===== src/rtl/game_pkg.sv =====
// Shared constants for the game's drawing datapath: screen geometry,
// coordinate widths, colour constants and the plotter state encoding.
package game_pkg;

    localparam int X_W   = 8;
    localparam int Y_W   = 7;
    localparam int DIM_W = 5;
    localparam int COL_W = 3;

    localparam int SCREEN_W = 160;
    localparam int SCREEN_H = 120;

    localparam logic [COL_W-1:0] BLACK = 3'b000;
    localparam logic [COL_W-1:0] WHITE = 3'b111;
    localparam logic [COL_W-1:0] RED   = 3'b100;
    localparam logic [COL_W-1:0] GREEN = 3'b010;

    typedef enum logic [1:0] {
        IDLE = 2'd0,
        DRAW = 2'd1,
        DONE = 2'd2
    } state_e;

endpackage


===== src/rtl/rect_scan_counter.sv =====
// Row-major column/row counter for the rectangle scan; flags the last pixel
// of a w x h footprint so the plotter knows when to finish.
module rect_scan_counter
    import game_pkg::*;
(
    input  logic             clk,
    input  logic             resetn,
    input  logic             clear_i,
    input  logic             step_i,
    input  logic [DIM_W-1:0] w_i,
    input  logic [DIM_W-1:0] h_i,
    output logic [DIM_W-1:0] cx_o,
    output logic [DIM_W-1:0] cy_o,
    output logic             last_o
);

    logic [DIM_W-1:0] cx_q, cx_d;
    logic [DIM_W-1:0] cy_q, cy_d;
    logic             row_end;

    assign row_end = (cx_q == w_i - 5'd1);
    assign last_o  = row_end && (cy_q == h_i - 5'd1);
    assign cx_o    = cx_q;
    assign cy_o    = cy_q;

    always_comb begin
        // NOTE: every always_comb output gets a default first, so no path leaves it unassigned and no latch is inferred.
        cx_d = cx_q;
        cy_d = cy_q;
        if (clear_i) begin
            cx_d = '0;
            cy_d = '0;
        end else if (step_i) begin
            if (row_end) begin
                cx_d = '0;
                cy_d = cy_q + 5'd1;
            end else begin
                cx_d = cx_q + 5'd1;
            end
        end
    end

    always_ff @(posedge clk or negedge resetn) begin
        // NOTE: sequential state uses non-blocking assignments so every register samples pre-edge values.
        if (!resetn) begin
            cx_q <= '0;
            cy_q <= '0;
        end else begin
            cx_q <= cx_d;
            cy_q <= cy_d;
        end
    end

endmodule


===== src/rtl/rect_plotter.sv =====
// Rasterises one rectangle descriptor into single-pixel VGA writes, one per
// cycle, clipping anything that falls outside the visible screen.
module rect_plotter #(
    parameter int         SCREEN_W     = game_pkg::SCREEN_W,
    parameter int         SCREEN_H     = game_pkg::SCREEN_H,
    parameter logic [2:0] ERASE_COLOUR = game_pkg::BLACK
) (
    input  logic       clk,
    input  logic       resetn,
    input  logic       start,
    input  logic       erase,
    input  logic [7:0] rectX,
    input  logic [6:0] rectY,
    input  logic [4:0] rectWidth,
    input  logic [4:0] rectHeight,
    input  logic [2:0] rectColour,
    output logic [7:0] plotX,
    output logic [6:0] plotY,
    output logic [2:0] plotColour,
    output logic       plot,
    output logic       busy,
    output logic       done
);

    localparam logic [8:0] X_LIM = 9'(SCREEN_W);
    localparam logic [7:0] Y_LIM = 8'(SCREEN_H);

    game_pkg::state_e state_q;
    logic [7:0] x0_q;
    logic [6:0] y0_q;
    logic [4:0] w_q, h_q;
    logic [2:0] col_q;

    logic [4:0] cx, cy;
    logic       last_pixel;
    logic       accept;
    logic [8:0] x_sum;
    logic [7:0] y_sum;

    assign accept = (state_q == game_pkg::IDLE) && start;

    rect_scan_counter u_scan (
        .clk     (clk),
        .resetn  (resetn),
        .clear_i (accept),
        .step_i  (state_q == game_pkg::DRAW),
        .w_i     (w_q),
        .h_i     (h_q),
        .cx_o    (cx),
        .cy_o    (cy),
        .last_o  (last_pixel)
    );

    always_ff @(posedge clk or negedge resetn) begin
        // NOTE: the descriptor latches are reset too, so plotX/plotY/plotColour read zero out of reset.
        if (!resetn) begin
            state_q <= game_pkg::IDLE;
            x0_q    <= '0;
            y0_q    <= '0;
            w_q     <= '0;
            h_q     <= '0;
            col_q   <= '0;
        end else begin
            case (state_q)
                game_pkg::IDLE: begin
                    if (start) begin
                        x0_q    <= rectX;
                        y0_q    <= rectY;
                        w_q     <= rectWidth;
                        h_q     <= rectHeight;
                        col_q   <= erase ? ERASE_COLOUR : rectColour;
                        state_q <= (rectWidth == 5'd0 || rectHeight == 5'd0)
                                   ? game_pkg::DONE : game_pkg::DRAW;
                    end
                end
                game_pkg::DRAW: if (last_pixel) state_q <= game_pkg::DONE;
                game_pkg::DONE: state_q <= game_pkg::IDLE;
                default:        state_q <= game_pkg::IDLE;
            endcase
        end
    end

    // Widened sums expose overflow past the screen edge for clipping.
    assign x_sum = {1'b0, x0_q} + {4'b0, cx};
    assign y_sum = {1'b0, y0_q} + {3'b0, cy};

    assign plotX      = x_sum[7:0];
    assign plotY      = y_sum[6:0];
    assign plotColour = col_q;
    assign plot       = (state_q == game_pkg::DRAW) && (x_sum < X_LIM) && (y_sum < Y_LIM);
    assign busy       = (state_q == game_pkg::DRAW) || (state_q == game_pkg::DONE);
    assign done       = (state_q == game_pkg::DONE);

endmodule

===== config.mk =====
export PLATFORM = sky130hd
export DESIGN_NAME = rect_plotter
export DESIGN_NICKNAME = d
export VERILOG_FILES = /design/src/rtl/game_pkg.sv /design/src/rtl/rect_scan_counter.sv /design/src/rtl/rect_plotter.sv
export SDC_FILE = /design/constraint.sdc
export NUM_CORES = 1
export LEC_CHECK = 0
export ABC_AREA = 1
export BUFFER_PORTS_ARGS = -buffer_cell sky130_fd_sc_hd__buf_2
export CORE_ASPECT_RATIO = 1.5
export CORE_MARGIN = 2
export CORE_UTILIZATION = 55
export DETAILED_ROUTE_END_ITERATION = 16
export PLACE_DENSITY = 0.81
export SYNTH_ARGS = -nofsm -noshare
export SYNTH_HDL_FRONTEND = slang
export SYNTH_SLANG_ARGS = --single-unit

===== constraint.sdc =====
create_clock -name clk -period 3.76 [get_ports clk]
set_clock_uncertainty 0.1 [all_clocks]
set_input_delay 0.564 -clock clk [delete_from_list [all_inputs] [get_ports clk]]
set_output_delay 0.564 -clock clk [all_outputs]
set_load 0.05 [all_outputs]

**Yosys cells after proc, flatten, opt, wreduce, memory -nomap -nowiden**

Cells that the tools add are included.

- Output and inout port bits: 21
- Input port bits: 32
- Register bits after elaboration: 40
- Word-level logic and storage cells: 47

- Mux-type cells: 11
- $add $sub $neg: 6
- Eq/ne operators: 6
- Reductions and logical operators: 14
- Magnitude comparators: 2

Operator list:

| kind | count |
|---|---|
| $mux W5 | 6 |
| $add A5 B1 Y5 const B | 2 |
| $eq A5 B5 Y1 | 2 |
| $logic_not A5 Y1 | 2 |
| $sub A5 B1 Y5 const B | 2 |
| $add A8 B5 Y9 | 1 |
| $lt A9 B8 Y1 const B | 1 |
| $add A7 B5 Y8 | 1 |
| $lt A8 B7 Y1 const B | 1 |
| $mux W2 | 3 |
| $reduce_and A2 Y1 | 3 |
| $logic_and A1 B1 Y1 | 4 |
| $ne A2 B2 Y1 const B | 2 |
| $pmux W2 S2 | 1 |
| $reduce_bool A2 Y1 | 2 |
| $mux W3 | 1 |
| $eq A2 B1 Y1 const B | 1 |
| $eq A2 B2 Y1 const B | 1 |
| $logic_not A2 Y1 | 1 |
| $logic_or A1 B1 Y1 | 2 |

**Logic depth before layout (Yosys ltp)**

- Depth in word-level cells: 5
- Gate-level depth with buffers: 14
- Gate-level depth less buffers: 14

**Modules after synthesis**

Synthesis repeated with hierarchy kept, for this count alone.

- Cells, all modules: 378
- Area, all modules: 2700.1 um2

By module, submodules not included:

| module | times used | sequential area each (um2) | cells each | area an instance (um2) |
|---|---|---|---|---|
| rect_plotter | 1 | 750.7 | 252 | 1859.3 |
| rect_scan_counter | 1 | 250.2 | 126 | 840.8 |

**Worst setup path before layout**

No wires, ideal clock.

- Kind: register -> output
- Start point: reg u_scan.cy_q[0], in the netlist u_scan.cy_o[0]
- End point: out plot
- Arrival time: 2.509 ns
- Cell stages (with the launch flop): 11
- Path buffers: 0
- Path slack: 0.587 ns
- Required time: 3.096 ns
- Cells stage by stage: dfrtp_1 -> ha_1 -> inv_1 -> fa_1 -> inv_1 -> nand4_1 -> nand3_1 -> xor2_1 -> nand2_1 -> nor2_1 -> nor2_1

- Longest elaborated chain between the ends: 3

RTL lines:

| item | line | RTL |
|---|---|---|
| start: declaration | rect_scan_counter.sv:18 | `logic [DIM_W-1:0] cy_q, cy_d;` |
| start signal: assignment | rect_scan_counter.sv:50 | `cy_q <= cy_d;` |
| $add A7 B5 Y8 | rect_plotter.sv:85 | `assign y_sum = {1'b0, y0_q} + {3'b0, cy};` |
| named net plotY[6] | rect_plotter.sv:18 | `output logic [6:0] plotY,` |
| $lt A8 B7 Y1 | rect_plotter.sv:90 | `assign plot = (state_q == game_pkg::DRAW) && (x_sum < X_LIM) && (y_sum < Y_LIM);` |
| $logic_and A1 B1 Y1 | rect_plotter.sv:90 |  |
| end: declaration | rect_plotter.sv:20 | `output logic plot,` |

The timed path passes the listed nets, and every way through them passes these cells.

**Worst setup path after layout**

- Start point: reg u_scan.cx_q[0], in the netlist u_scan.cx_o[0]
- End point: out plot

- Longest elaborated chain between the ends: 4

RTL lines:

| item | line | RTL |
|---|---|---|
| start: declaration | rect_scan_counter.sv:17 | `logic [DIM_W-1:0] cx_q, cx_d;` |
| start signal: assignment | rect_scan_counter.sv:46 | `cx_q <= '0;` |
| start signal: assignment | rect_scan_counter.sv:49 | `cx_q <= cx_d;` |
| $add A8 B5 Y9 | rect_plotter.sv:84 | `assign x_sum = {1'b0, x0_q} + {4'b0, cx};` |
| $lt A9 B8 Y1 | rect_plotter.sv:90 |  |
| $logic_and A1 B1 Y1 (2 in series) | rect_plotter.sv:90 |  |

Every way passes these cells.

==> out/metrics.csv <==
metric,value,unit
wirelength,5.865,mm
wl_met2,3.068,mm
diodes,0,
regToRegEndpoint,u_scan.cy_o[0]$_DFFE_PN0P_,
fill_cells,465,
post_drt_wl_per_cell,11.82,µm
vias,2480,
clk_pin_slew_worst_paths,0.08,ns
tritoncts,yes,
r2r-start,state_q[0]$_DFFE_PN0P_,
p_int,0.001360,W
die_x,61.28,µm
routed-wl-met3,269,µm
seq_power_share,0.258,
num-nets-final,480,
worstSetupPathType,reg -> out,
ios,53,
crit_arrival,2.39,ns
crit_path_end_kind,output pin,
grt_pass1_wl,9.632,mm
grt_overflow,0,
period_minus_slack,3.057,ns
place_worst_setup_slack,1.034,ns
cts_buffers,5,
slew_viol_final,0,
coreArea,4771,µm²
run_status,"complete, no violations",
worstRegToRegCells,9,
gp_congestion,0.9068,
period_share,0.8129,
initialDrtViolationCount,126,
grt_pass1_vias,2350,
grt_use_total,0.2301,
ys_seq_elements,40,
post_cts_resize_count,0,
clk_latency,0.30,ns
yosysSeqAreaShare,0.3699,
post-dp-hpwl,4.477,mm
cp-start-kind,flop,
drt-pass1-iter-count,6,
cp_data_required_time,3.10,ns
top_layer_used,met4,
hold_buffers,0,
h-tree-depth,2,
synth_area_per_cell,7.198,µm²
ir_worst_vdd,572.4,µV
power.density,975.4,nW/µm²
syn-instance-count,376,
maxClockFrequency,327.2,MHz
max-cap-violations,0,
cts_root_buf,clkbuf_8,
hold_viol,0,
rsz0062_at_grt,false,
cp_max_fo,6,
drive_above_1_share,0.1744,
min_path_type,in -> async,
power_frac_comb,0.627,
grt_max_degree,41,
worst_slew_pin_slew,0.9044,ns
syn-cell-area,2706,µm²
r2r_slack,1.28,ns
power.static_leakage,1.810,nW
ctsLongestPathBuffers,2,
portBuffers,52,
syn_to_final_growth,15.67,%
antenna_found_initial,0,
start_util,0.5673,
setup_violations,0,
die_area,5509,µm²
clock_power_share,0.116,
synth.distinct_cells,27,
yosys_warnings,0,
drc,0,
rows,31,
ant_nets,0,
final.setup.tns,0,ns
syn-num-nets,427,
timing.final.ws_setup,0.7034,ns
viasPerCell,5.000,
cts_setup_buffers,0,
switching_share,0.5544,
wl_met1,2.361,mm
slew_headroom,0.3971,
clock-sinks,40,
fp.dieH,89.91,µm
p_switching,0.001693,W
==> power groups by stage <==
stage               sequential [W]  clock [W]  combinational, W
CTS                       0.000784   0.000360           0.00193
global placement          0.000782          0           0.00187
floorplan                 0.000795          0           0.00151
finish                    0.000786   0.000354           0.00191
detailed placement        0.000789          0           0.00192
global route              0.000817   0.000374           0.00211
==> placed cells by master (no fill, tap or decap), types with 3 or more instances in the layout <==
cell / count
nor2_4: 3
nand2_1: 142
buf_2: 52
xor2_1: 9
o21ai_0: 19
o21ai_1: 4
inv_1: 52
nand4_1: 9
nand2_2: 4
ha_1: 17
a21oi_1: 4
clkbuf_8: 5
nor2_1: 18
dfrtp_1: 40
or2_2: 3
nand3_1: 23
xnor2_1: 7
==> area by class of cell <==
| cell class | instances | area [µm²] | share of cell area |
|---|---|---|---|
| inverter | 54 | 202.7 | 0.06475 |
| sequential | 40 | 1001 | 0.3197 |
| multi-input combinational | 275 | 1469 | 0.4692 |
| tap | 66 | 82.58 | 0.02638 |
| clock buffer | 6 | 72.57 | 0.02318 |
| clock inverter | 2 | 35.03 | 0.01119 |
| timing repair buffer | 53 | 267.8 | 0.08553 |
==> logic make-up (layout without fill, tap and decap cells) <==
family                     Yosys count  in the layout  synth area share
AOI/OAI and AO/OA                   31             31           0.06010
DFF                                 40             40            0.3699
buffers and inverters               61            115           0.08738
adders and majority gates           19             19           0.09339
xor gates and xnor gates            16             16           0.05178
and+or+nand+nor                    209            209            0.3375
==> per-stage QoR <==
stage	cell area, µm²	instances	util	total power [W]	hold slack, ns
floorplan	2706	376	-	0.002305	0.1684
CTS	3131	496	0.6562	0.003071	0.3222
global placement	3023	488	0.6336	0.002655	0.3645
finish	3131	496	0.6562	0.003053	0.2871
global route	3131	496	0.6562	0.003300	0.3646
detailed placement	3023	488	0.6336	0.002707	0.3727
==> cells in the mapped netlist <==
library cell  number  area, µm²
o21ai_0           19      95.09
clkbuf_1           3      11.26
inv_2              2      7.510
nor2_1            18      67.56
nand3_1           23      115.1
or2_0              1      6.260
a21o_1             2      15.01
nor3_1             2      10.01
nand3b_1           1      7.510
xnor2_1            7      61.31
nor2_8             1      20.02
nand3_2            2      20.02
o21ai_1            4      20.02
ha_1              17      212.7
a21oi_1            4      20.02
a31oi_1            2      12.51
nor2_4             3      33.78
nand4_1            9      56.30
fa_1               2      40.04
nand2_1          142      533.0
buf_2              3      15.01
nand2_2            4      25.02
or2_2              3      18.77
buf_4              1      7.510
dfrtp_1           40       1001
xor2_1             9      78.83
inv_1             52      195.2
==> flip-flops by register name, summed over array words and instances (netlist names) <==
| name | flops |
|---|---|
| u_scan.cy_o | 5 |
| u_scan.cx_o | 5 |
| w_q | 5 |
| state_q | 2 |
| plotColour | 3 |
| x0_q | 8 |
| y0_q | 7 |
| h_q | 5 |
==> routing by layer <==
layer | track usage | vias up
met4 | 0.1051 | 0
met2 | 0.3874 | 62
li1 | - | 1278
met1 | 0.2662 | 1124
met5 | 0 | -
met3 | 0.04892 | 16
==> worst max path at each step <==
stage	from	to	slack, ns	cells past startpoint
6_report	u_scan.cx_o[0]$_DFFE_PN0P_	plot	0.70	13
5_1_grt	u_scan.cy_o[0]$_DFFE_PN0P_	plot	0.49	11
4_1_cts	u_scan.cy_o[0]$_DFFE_PN0P_	plot	0.69	11
3_5_place_dp	u_scan.cy_o[0]$_DFFE_PN0P_	plot	1.03	11
3_3_place_gp	u_scan.cy_o[0]$_DFFE_PN0P_	plot	1.13	11
2_1_floorplan	u_scan.cy_o[0]$_DFFE_PN0P_	plot	0.59	10
==> worst max-delay path, stage by stage (launching register included) <==
cell	delay (ns)
dfrtp_1	0.46
ha_1	0.23
inv_1	0.06
fa_1	0.40
inv_1	0.10
nand4_1	0.13
nand3_1	0.11
nand2_1	0.05
nand2_1	0.07
nand2_1	0.05
nand2_1	0.05
nand2_1	0.04
nor2_1	0.07
buf_2	0.26
No activity file was read; power rests on OpenSTA's default activity.
